--- config.mk ---
export PLATFORM = sky130hd
export DESIGN_NAME = pulse_burst_ctrl
export DESIGN_NICKNAME = d
export VERILOG_FILES = /design/src/rtl/pulse_burst_ctrl_pkg.sv /design/src/rtl/pulse_burst_ctrl_timer.sv /design/src/rtl/pulse_burst_ctrl.sv
export SDC_FILE = /design/constraint.sdc
export NUM_CORES = 1
export LEC_CHECK = 0
export BUFFER_PORTS_ARGS = -buffer_cell sky130_fd_sc_hd__buf_2
export CAP_MARGIN = 10
export CORE_MARGIN = 2
export CORE_UTILIZATION = 58
export DETAILED_ROUTE_END_ITERATION = 12
export PLACE_DENSITY = 0.82
export SLEW_MARGIN = 20
export SYNTH_ARGS = -nofsm -noshare
export SYNTH_HDL_FRONTEND = slang
export SYNTH_HIERARCHICAL = 1
export SYNTH_SLANG_ARGS = --single-unit
--- constraint.sdc ---
create_clock -name clock -period 4.1 [get_ports clock]
set_input_delay 0.205 -clock clock [delete_from_list [all_inputs] [get_ports clock]]
set_output_delay 0.205 -clock clock [all_outputs]
set_load 0.1 [all_outputs]
--- src/rtl/pulse_burst_ctrl_pkg.sv ---
// Shared definitions for the pulse burst controller: FSM encoding,
// default field widths and small helpers.
package pulse_burst_ctrl_pkg;

  localparam int CW_DEF = 4;
  localparam int NW_DEF = 3;

  typedef enum logic [1:0] {
    ST_IDLE = 2'd0,
    ST_HIGH = 2'd1,
    ST_LOW  = 2'd2,
    ST_END  = 2'd3
  } state_e;

  function automatic logic [1:0] onehot2(input logic idx);
    return idx ? 2'b10 : 2'b01;
  endfunction

endpackage

--- src/rtl/pulse_burst_ctrl_timer.sv ---
// Loadable phase down-counter; zero flags the last cycle of the current phase.
module pulse_burst_ctrl_timer #(
  parameter int CW = 4
) (
  input  logic          clock,
  input  logic          reset_n,
  input  logic          load,
  input  logic [CW-1:0] value,
  output logic          zero
);

  localparam logic [CW-1:0] CNT_ONE = {{(CW-1){1'b0}}, 1'b1};

  logic [CW-1:0] cnt_q, cnt_d;

  always_comb begin
    cnt_d = cnt_q;
    if (load) begin
      cnt_d = value;
    end else if (cnt_q != '0) begin
      cnt_d = cnt_q - CNT_ONE;
    end
  end

  always_ff @(posedge clock or negedge reset_n) begin
    if (!reset_n) begin
      cnt_q <= '0;
    end else begin
      cnt_q <= cnt_d;
    end
  end

  assign zero = (cnt_q == '0);

endmodule

--- src/rtl/pulse_burst_ctrl.sv ---
// Round-robin scheduler sharing one pulse-train output between two requesters.
//
//   state | meaning
//   IDLE  | no owner; arbitrate on req each cycle
//   HIGH  | signal high, timer counts the high phase
//   LOW   | signal low, timer counts the low phase, then next pulse or END
//   END   | one-cycle done pulse to the owner, busy still high
module pulse_burst_ctrl
  import pulse_burst_ctrl_pkg::*;
#(
  parameter int CW = CW_DEF,
  parameter int NW = NW_DEF
) (
  input  logic            clock,
  input  logic            reset_n,
  input  logic [1:0]      req,
  input  logic [2*CW-1:0] high_w,
  input  logic [2*CW-1:0] low_w,
  input  logic [2*NW-1:0] count,
  output logic [1:0]      ack,
  output logic [1:0]      done,
  output logic            signal,
  output logic            busy,
  output logic            owner
);

  localparam logic [CW-1:0] CW_ONE = {{(CW-1){1'b0}}, 1'b1};
  localparam logic [NW-1:0] NW_ONE = {{(NW-1){1'b0}}, 1'b1};

  state_e        state_q, state_d;
  logic [1:0]    ack_q, ack_d;
  logic          owner_q, owner_d;
  logic          ptr_q, ptr_d;
  logic [CW-1:0] hw_q, hw_d;
  logic [CW-1:0] lw_q, lw_d;
  logic [NW-1:0] pulses_q, pulses_d;

  logic          win;
  logic [CW-1:0] sel_hw, sel_lw;
  logic [NW-1:0] sel_cnt;
  logic          tmr_load;
  logic [CW-1:0] tmr_value;
  logic          tmr_zero;

  // A zero width behaves as one cycle, so the timer reload is width-1 floored at 0.
  function automatic logic [CW-1:0] phase_load(input logic [CW-1:0] w);
    return (w == '0) ? '0 : (w - CW_ONE);
  endfunction

  assign win     = (req == 2'b11) ? ~ptr_q : req[1];
  assign sel_hw  = win ? high_w[2*CW-1:CW] : high_w[CW-1:0];
  assign sel_lw  = win ? low_w[2*CW-1:CW]  : low_w[CW-1:0];
  assign sel_cnt = win ? count[2*NW-1:NW]  : count[NW-1:0];

  pulse_burst_ctrl_timer #(.CW(CW)) u_timer (
    .clock   (clock),
    .reset_n (reset_n),
    .load    (tmr_load),
    .value   (tmr_value),
    .zero    (tmr_zero)
  );

  // Pointer resets to 1 so that a simultaneous first request goes to requester 0.
  always_ff @(posedge clock or negedge reset_n) begin
    if (!reset_n) begin
      state_q  <= ST_IDLE;
      ack_q    <= 2'b00;
      owner_q  <= 1'b0;
      ptr_q    <= 1'b1;
      hw_q     <= '0;
      lw_q     <= '0;
      pulses_q <= '0;
    end else begin
      state_q  <= state_d;
      ack_q    <= ack_d;
      owner_q  <= owner_d;
      ptr_q    <= ptr_d;
      hw_q     <= hw_d;
      lw_q     <= lw_d;
      pulses_q <= pulses_d;
    end
  end

  always_comb begin
    state_d   = state_q;
    ack_d     = 2'b00;
    owner_d   = owner_q;
    ptr_d     = ptr_q;
    hw_d      = hw_q;
    lw_d      = lw_q;
    pulses_d  = pulses_q;
    tmr_load  = 1'b0;
    tmr_value = '0;
    case (state_q)
      ST_IDLE: begin
        if (req != 2'b00) begin
          ack_d    = onehot2(win);
          owner_d  = win;
          ptr_d    = win;
          hw_d     = sel_hw;
          lw_d     = sel_lw;
          pulses_d = sel_cnt;
          if (sel_cnt != '0) begin
            state_d   = ST_HIGH;
            tmr_load  = 1'b1;
            tmr_value = phase_load(sel_hw);
          end else begin
            state_d = ST_END;
          end
        end
      end
      ST_HIGH: begin
        if (tmr_zero) begin
          state_d   = ST_LOW;
          tmr_load  = 1'b1;
          tmr_value = phase_load(lw_q);
        end
      end
      ST_LOW: begin
        if (tmr_zero) begin
          if (pulses_q == NW_ONE) begin
            state_d = ST_END;
          end else begin
            pulses_d  = pulses_q - NW_ONE;
            state_d   = ST_HIGH;
            tmr_load  = 1'b1;
            tmr_value = phase_load(hw_q);
          end
        end
      end
      ST_END: begin
        // A zero-count grant lands here with ack still showing; hold one more
        // cycle so done follows ack instead of coinciding with it.
        if (ack_q == 2'b00) begin
          state_d = ST_IDLE;
        end
      end
      default: state_d = ST_IDLE;
    endcase
  end

  always_comb begin
    signal = (state_q == ST_HIGH);
    busy   = (state_q != ST_IDLE);
    ack    = ack_q;
    owner  = owner_q;
    done   = 2'b00;
    if ((state_q == ST_END) && (ack_q == 2'b00)) begin
      done = onehot2(owner_q);
    end
  end

endmodule

== Word-level counts from Yosys, hierarchy flattened ==
Cells that the tools add are included.

* Register bits after elaboration: 21
* Input port bits: 26
* Output and inout port bits: 7
* Word-level logic and storage cells: 77

* $add $sub $neg: 5
* Eq/ne operators: 10
* Mux-type cells: 37
* Bitwise logic cells: 1
* Reductions and logical operators: 16

{| class="wikitable"
|+ Operators with widths
! operator !! count
|-
| 2-to-1 mux 4 bit || 12
|-
| 2-to-1 mux 2 bit || 11
|-
| logical NOT 4 bit || 4
|-
| subtractor 4 x 1 -> 4 bit, second input constant || 4
|-
| 2-to-1 mux 3 bit || 4
|-
| case mux 4 bit (3 select lines) || 1
|-
| != test 2 bit, second input constant || 4
|-
| case mux 2 bit (4 select lines) || 1
|-
| AND reduction 4 bit || 2
|-
| nonzero test 2 bit || 4
|-
| equality test 2 bit, second input constant || 3
|-
| 2-to-1 mux 1 bit || 6
|-
| case mux 3 bit (2 select lines) || 1
|-
| logical NOT 2 bit || 2
|-
| nonzero test 4 bit || 1
|-
| equality test 3 x 1 -> 1 bit, second input constant || 1
|-
| case mux 1 bit (3 select lines) || 1
|-
| nonzero test 3 bit || 1
|-
| subtractor 3 x 1 -> 3 bit, second input constant || 1
|-
| equality test 2 x 1 -> 1 bit, second input constant || 1
|-
| != test 2 x 1 -> 1 bit, second input constant || 1
|-
| AND reduction 2 bit || 1
|-
| logical AND 1 bit || 1
|-
| inverter 1 bit || 1
|}

== Depth between registers and ports, before layout ==
Gate-level depths: netlist (run 1).

* Word-level depth: 9
* Depth in mapped cells: 9
* Gate-level depth less buffers: 9

== Cells and area by module ==
Netlist (run 1), hierarchy kept.

{| class="wikitable"
|+ Modules (own cells, without submodules)
! module !! times used !! cells each !! area each (sq um) !! sequential area each (sq um)
|-
| pulse_burst_ctrl || 1 || 132 || 1237.4 || 426.7
|-
| pulse_burst_ctrl_timer || 1 || 22 || 234.0 || 100.1
|}

== Worst setup path before layout (run 1) ==
No wires, ideal clock.

* Kind: reg2out
* Start point: reg ack_q[1] (netlist: ack[1])
* End point: out done[0]
* Arrival: 3.784 ns
* Required time: 3.895 ns
* Path slack: 0.111 ns
* Stages on the path, launching flop included: 2
* Path buffers: 0
* Cell sequence: dfrtp_1 nor4_1

* Longest elaborated chain between the ends: 3

{| class="wikitable"
|+ RTL lines
! element !! RTL line !! text
|-
| start, declared || pulse_burst_ctrl.sv:31 || <nowiki>logic [1:0] ack_q, ack_d;</nowiki>
|-
| start signal, assigned || pulse_burst_ctrl.sv:75 || <nowiki>ack_q <= ack_d;</nowiki>
|-
| logical NOT 2 bit || pulse_burst_ctrl.sv:148 || <nowiki>if ((state_q == ST_END) && (ack_q == 2'b00)) begin</nowiki>
|-
| logical AND 1 bit || pulse_burst_ctrl.sv:148 ||
|-
| 2-to-1 mux 2 bit || pulse_burst_ctrl.sv:148 ||
|-
| end, declared || pulse_burst_ctrl.sv:21 || <nowiki>output logic [1:0] done,</nowiki>
|}

Every way passes these cells.

== Worst setup path in the final report (run 1) ==
* Start point: reg u_timer.cnt_q[0]
* End point: reg u_timer.cnt_q[3]

* Longest elaborated chain between the ends: 4
* Elaborated cells between the ends (all ways): 12
* Classes of those cells: add/sub: 1; mux: 8; reduce/logical: 3

{| class="wikitable"
|+ RTL lines
! element !! RTL line !! text
|-
| start, declared || pulse_burst_ctrl_timer.sv:14 || <nowiki>logic [CW-1:0] cnt_q, cnt_d;</nowiki>
|-
| start signal, assigned || pulse_burst_ctrl_timer.sv:29 || <nowiki>cnt_q <= cnt_d;</nowiki>
|-
| logical NOT 4 bit (*) || pulse_burst_ctrl_timer.sv:33 || <nowiki>assign zero = (cnt_q == '0);</nowiki>
|-
| net tmr_zero || pulse_burst_ctrl.sv:43 || <nowiki>logic tmr_zero;</nowiki>
|-
| 2-to-1 mux 1 bit (on tied branches) || pulse_burst_ctrl.sv:120, pulse_burst_ctrl.sv:113 ||
|-
| case mux 1 bit (3 select lines) (*) || pulse_burst_ctrl.sv:94 || <nowiki>case (state_q)</nowiki>
|-
| net tmr_load || pulse_burst_ctrl.sv:41 || <nowiki>logic tmr_load;</nowiki>
|-
| 2-to-1 mux 4 bit or nonzero test 2 bit (tied branches) || -- ||
|}

The timed path passes the listed nets; every way through them passes the cells marked *. The select of a mux whose other input is x is not followed.
A chain may end at the register's enable or synchronous reset.

==> flow_summary.ini, run 1 <==
[floorplanning]
die_x_um = 54.4
start_util = 0.605
ios = 33
die_y_um = 54.4
die_area_um2 = 2960
coreArea_um2 = 2430
rows = 18

[timing]
hold_viol = 0
timing.final.crit_share = 0.547
fin_skew_ns = 0.00797
slew_viol_final = 0
slew_headroom = 0.590
setup_viol = 0
min_period_ns = 2.24
grt_setup_unrepaired = no
fmaxAchievable_ghz = 0.446
tightest_slew_ns = 0.614
final.setup.tns_ns = 0

[route]
num_vias = 1236
dr.pass1.iters = 4
drtIter0Drc = 19
ant_nets = 0
routed_wl_um = 3180
drcViolationCount = 0
via_per_inst = 5.72
wl_per_cell_um = 14.7

[global_route]
grt_max_degree = 22
grt_pass1_vias = 1258
grt_pass1_wl_um = 5300
grt_overflow_total = 0
grt_use_met2 = 0.466
grt.met3_usage = 0.0328
antenna_found_initial = 0
grtUsageMet1 = 0.281
grtUsageTotal = 0.250
busiest_layer = met2

[yosys]
ys_ff_latch = 21
synth_commonest_cells = dfrtp_1, nand2_1, mux2i_1
yosysSeqAreaShare = 0.358
yosys_warnings = 6
synthArstFlopShare = 1.00
synth_nets = 188
syn_avg_cell_area_um2 = 9.55
ys_types = 45
synth_area_leaders = dfrtp_1, mux2i_1, ha_1, nand2_1, mux2_2
yosysMostFrequentCell = dfrtp_1
syn-cell-area_um2 = 1470
syn-instance-count = 154
synth_top_flop_cell = dfrtp_1
synth_area_leader_cell = dfrtp_1
synth_enable_flop_cells = 0
synth_top_cell_area_share = 0.340

[worst_hold_path]
min_path_type = in2reg

[cts]
cts_made_buffers = 3
path_clk_slew_ns = 0.13
h-tree-depth = 1
postCtsResizedCells = 0
clk_latency_ns = 0.31
clkSinkCount = 21
cts-root-buf = clkbuf_4
cts_setup_buffers = 0
cts_tree = built
clk_path_buf_depth = 2

[critical_path]
path_buf_inv = 1
cp_slowest_stage_delay_ns = 0.40
crit_family = simple AND/OR/NAND/NOR gates
cp_cell_sequence = inv_1, ha_1, nor3b_4, nand4b_1, nand3_1, nor3_1, a221o_1
cp_data_arrival_time_ns = 2.44
crit_path_end_kind = flop
cp-start-kind = flop
path_max_fanout = 8
crit_type = reg2reg
crit_path_top_delay_cell = dfrtp_1
worstPathRequired_ns = 4.30

[finish]
nNetsFinal = 221
seq_area_um2 = 527
n_antenna_cell = 0
drive_gt1_frac = 0.280
multiInputGateArea_um2 = 870
area_growth_pct = 13.6
fill_cells = 207

[pwr]
p_total_mw = 1.33
vdd_drop_max_v = 0.000609
power.density_nw_per_um2 = 796
leakage_nw = 0.809

[outcome]
outcome = finished clean

[job]
cap_violations = 0

[placed_design]
io_buffer_count = 32
dpl.hpwl_um = 2470
gp_congestion = 0.902
## worst paths after layout
kind,from,endpoint,slack (ns),cells past startpoint
worst min register to register,hw_q[1]$_DFFE_PN0P_,hw_q[1]$_DFFE_PN0P_,0.54,2
min in group asynchronous,reset_n,hw_q[1]$_DFFE_PN0P_,0.36,2
worst min-delay path,low_w[4],lw_q[0]$_DFFE_PN0P_,0.19,3
max in group asynchronous,reset_n,ptr_q$_DFFE_PN1P_,3.40,2
worst max-delay path,u_timer/cnt_q[0]$_DFFE_PN0P_,u_timer/cnt_q[3]$_DFFE_PN0P_,1.86,7
worst max register to register,u_timer/cnt_q[0]$_DFFE_PN0P_,u_timer/cnt_q[3]$_DFFE_PN0P_,1.86,7
## placed cells by master, fill, tap and decap left out, drive strengths merged, types with 2 or more instances in the layout
cell type and count:
buf 32, dfrtp 20, nand2 17, mux2i 15
o21ai 15, inv 10, nor3 9, ha 8
nor2 6, mux2 5, nand2b 4, a21oi 3
clkbuf 3, a21o 3, o221ai 3, nor3b 3
and2 3, nor2b 2, or2 2, xnor2 2
o32a 2, xor2 2
## routing by layer
layer  up-vias  routed length, um
li1        614                  -
met1       589               1310
met2        28               1720
met3         5                108
met4         0                 37
met5         -                  0
## per-stage QoR
stage	utilization	instance area [um^2]	instances	setup slack, ns	hold WS, ns
after floorplan	-	1470	154	0.111	-0.0906
after global placement	0.671	1630	211	2.00	0.183
after detailed placement	0.671	1630	211	1.88	0.181
after CTS	0.687	1670	216	1.86	0.176
after global routing	0.687	1670	216	1.69	0.205
final	0.687	1670	216	1.86	0.188
## kinds of logic after synthesis
| kind of cell | synth area share |
|---|---|
| buffers and inverters | 0.0510 |
| XOR/XNOR | 0.0238 |
| AND/OR/NAND/NOR | 0.195 |
| AO/OA/AOI/OAI | 0.164 |
| adder cells (fa/ha/maj) | 0.0680 |
| multiplexers | 0.140 |
| flip-flops | 0.358 |
## worst register-to-register path: cells and delay by family (launching register included)
kind	cells	cell delay [ns]
buffers and inverters	1	0.09
and+or+nand+nor	4	1.12
AOI/OAI and AO/OA	1	0.32
DFF	1	0.40
adders and majority gates	1	0.22
## report_power, final
part | switching [mW] | internal [mW]
logic | 0.525 | 0.295
registers | 0.0969 | 0.309
clock network | 0.0676 | 0.0372
total | 0.689 | 0.641
## timing repair
item | CTS | global route
setup endpoints to repair | 0 | 0
hold buffers | 1 | 0
endpoints found under the hold margin | 20 | 0
## final cells by class
cell class,count,area share
clock buffers,3,0.0135
clock inverters,1,0.00449
inverters,10,0.0225
multi-input cells,118,0.520
flip-flops and latches,21,0.315
well taps,30,0.0225
repair buffers,33,0.102
## registers in the layout, summed over array words and instances (netlist names)
name	flops
lw_q	4
ack	2
state_q	2
u_timer/cnt_q	4
ptr_q	1
pulses_q	3
hw_q	4
owner	1
(Power assumes the default switching activity.)
==> run 2: changes to the inputs <==
--- a/config.mk
+++ b/config.mk
@@ -8,9 +8,9 @@
 export BUFFER_PORTS_ARGS = -buffer_cell sky130_fd_sc_hd__buf_2
 export CAP_MARGIN = 10
 export CORE_MARGIN = 2
-export CORE_UTILIZATION = 58
+export CORE_UTILIZATION = 48
 export DETAILED_ROUTE_END_ITERATION = 12
-export PLACE_DENSITY = 0.82
+export PLACE_DENSITY = 0.72
 export SLEW_MARGIN = 20
 export SYNTH_ARGS = -nofsm -noshare
 export SYNTH_HDL_FRONTEND = slang
==> constraint.sdc (replaced) <==
create_clock -name clock -period 2 [get_ports clock]
set_input_delay 0.1 -clock clock [delete_from_list [all_inputs] [get_ports clock]]
set_output_delay 0.1 -clock clock [all_outputs]
set_load 0.1 [all_outputs]
==> run 2 against run 1 <==
Critical path depth is the same. Maximum frequency grew 17%. Clock power grew 110%. Sequential share of layout area shrank 1.7 points. Largest cell class unchanged. Flip-flop and latch count is the same. Global-route usage shrank 4.4 points. Core utilization shrank 9.1 points. Critical path type unchanged.
==> flow_summary.ini, run 2 (synthesis gave the netlist of run 1 again) <==
[route]
dr.pass1.iters = 4
num_vias = 1273
drcViolationCount = 0
drtIter0Drc = 53
routed_wl_um = 3200
wl_per_cell_um = 14.2
ant_nets = 0
via_per_inst = 5.63

[cts]
path_clk_slew_ns = 0.13
clkSinkCount = 21
cts_made_buffers = 3
clk_path_buf_depth = 2
h-tree-depth = 1
clk_latency_ns = 0.31
cts_tree = built
cts-root-buf = clkbuf_4

[critical_path]
worst_r2r_path_depth = 7
cp_slowest_stage_delay_ns = 0.40
crit_type = reg2reg
worstPathRequired_ns = 2.21
path_buf_inv = 1
ff2ff_setup_slack_ns = 0.08
cp_data_arrival_time_ns = 2.13
r2r-start = ptr_q$_DFFE_PN1P_
cp-start-kind = flop
cp_cell_sequence = a21boi_4, buf_4, mux2i_1, xor2_1, o221ai_2, nand2_1, o21ai_0
crit_path_end_kind = flop
crit_path_top_delay_cell = dfstp_2
path_max_fanout = 9
crit_family = compound AO/OA/AOI/OAI gates
r2r_end = u_timer/cnt_q[2]$_DFFE_PN0P_

[global_route]
grt.met3_usage = 0.0459
grt_pass1_vias = 1243
grt_overflow_total = 0
antenna_found_initial = 0
grt_pass1_wl_um = 5400
grt_use_met2 = 0.375
busiest_layer = met2
grtUsageMet1 = 0.241
grt_max_degree = 22
grtUsageTotal = 0.205

[finish]
drive_gt1_frac = 0.342
area_growth_pct = 20.7
fill_cells = 259
nNetsFinal = 228
n_antenna_cell = 0
final_common_cell = buf_2
seq_area_um2 = 529
multiInputGateArea_um2 = 903
reg.largest.list = hw_q (4), lw_q (4), u_timer/cnt_q (4)
final_cell_mix = buf_2, dfrtp_1, nand2_1

[worst_hold_path]
hold_start = low_w[1]
min_path_type = in2reg
hold_depth = 3
hold_end = lw_q[1]$_DFFE_PN0P_

[timing]
layout_setup_ws_ns = 0.0839
fmaxAchievable_ghz = 0.522
hold_ws_ns = 0.0639
setup_viol = 0
tightest_slew_ns = 0.552
fin_skew_ns = 0.00833
hold_viol = 0
slew_viol_final = 0
min_period_ns = 1.92
timing.final.crit_share = 0.958
slew_headroom = 0.631

[placed_design]
gp_congestion = 0.792
dpl_worst_slack_ns = -0.0227
dpl.hpwl_um = 2560
io_buffer_count = 32

[floorplanning]
die_y_um = 59.4
ios = 33
start_util = 0.494
die_area_um2 = 3520
die_x_um = 59.4
rows = 20
coreArea_um2 = 2980

[pwr]
leakage_nw = 0.850
vdd_drop_max_v = 0.00114
power.density_nw_per_um2 = 1620

[job]
cap_violations = 0

[outcome]
outcome = finished clean
==> run 2: changes by cell type in the layout (fill, tap and decap cells not counted), sizes merged <==
| cell | before | now |
|---|---|---|
| buf | 32 | 39 |
| clkbuf | 3 | 4 |
| clkinvlp | 1 | 0 |
==> run 2: per-stage QoR <==
step,std cells,setup TNS (ns),area [um^2],utilization,power [mW]
finish,226,0,1780,0.596,2.88
global route,226,-0.00116,1780,0.596,3.13
CTS,225,0,1760,0.590,2.88
detailed placement,220,-0.0227,1710,0.576,2.65
global placement,220,0,1710,0.576,2.57
floorplan,154,0,1500,-,2.26
==> run 2: timing repair <==
action | CTS | global route
resized for setup | 2 | 3
hold buffers | 1 | 0
cloned | 0 | 0
hold endpoints to repair | 20 | 0
buffers inserted | 0 | 1
endpoints found under the setup margin | 2 | 4
pin swaps | 1 | 2
==> run 2: where the power goes <==
part / leakage, nW / internal [mW] / switching (mW)
clock: 0.0150 / 0.0779 / 0.138
combinational: 0.579 / 0.713 / 1.11
sequential: 0.256 / 0.637 / 0.206
==> run 2: tightest hold or removal path: cells and delay by family <==
family | cells | cell delay [ns]
compound gates | 1 | 0.13
buf+inv | 1 | 0.07
mux | 1 | 0.05
==> run 2: metal layers <==
metal / up-vias / wire length [um]
met1: 616 / 1370
met5: - / 0
met2: 29 / 1680
li1: 624 / -
met3: 4 / 124
met4: 0 / 28
==> run 2: worst max-delay path by stage <==
| stage | startpoint | end | cells past startpoint |
|---|---|---|---|
| 2_1_floorplan | u_timer/cnt_q[0]$_DFFE_PN0P_ | u_timer/cnt_q[3]$_DFFE_PN0P_ | 8 |
| 3_3_place_gp | u_timer/cnt_q[0]$_DFFE_PN0P_ | u_timer/cnt_q[3]$_DFFE_PN0P_ | 7 |
| 3_5_place_dp | u_timer/cnt_q[0]$_DFFE_PN0P_ | u_timer/cnt_q[3]$_DFFE_PN0P_ | 7 |
| 4_1_cts | u_timer/cnt_q[0]$_DFFE_PN0P_ | u_timer/cnt_q[0]$_DFFE_PN0P_ | 8 |
| 5_1_grt | u_timer/cnt_q[0]$_DFFE_PN0P_ | u_timer/cnt_q[0]$_DFFE_PN0P_ | 8 |
| 6_report | ptr_q$_DFFE_PN1P_ | u_timer/cnt_q[2]$_DFFE_PN0P_ | 7 |
==> run 2: final cells by class <==
class | count | share of cell area
multi-input cells | 118 | 0.509
flip-flops and latches | 21 | 0.298
repair buffers | 40 | 0.134
well taps | 33 | 0.0233
inverters | 10 | 0.0211
clock buffers | 4 | 0.0148
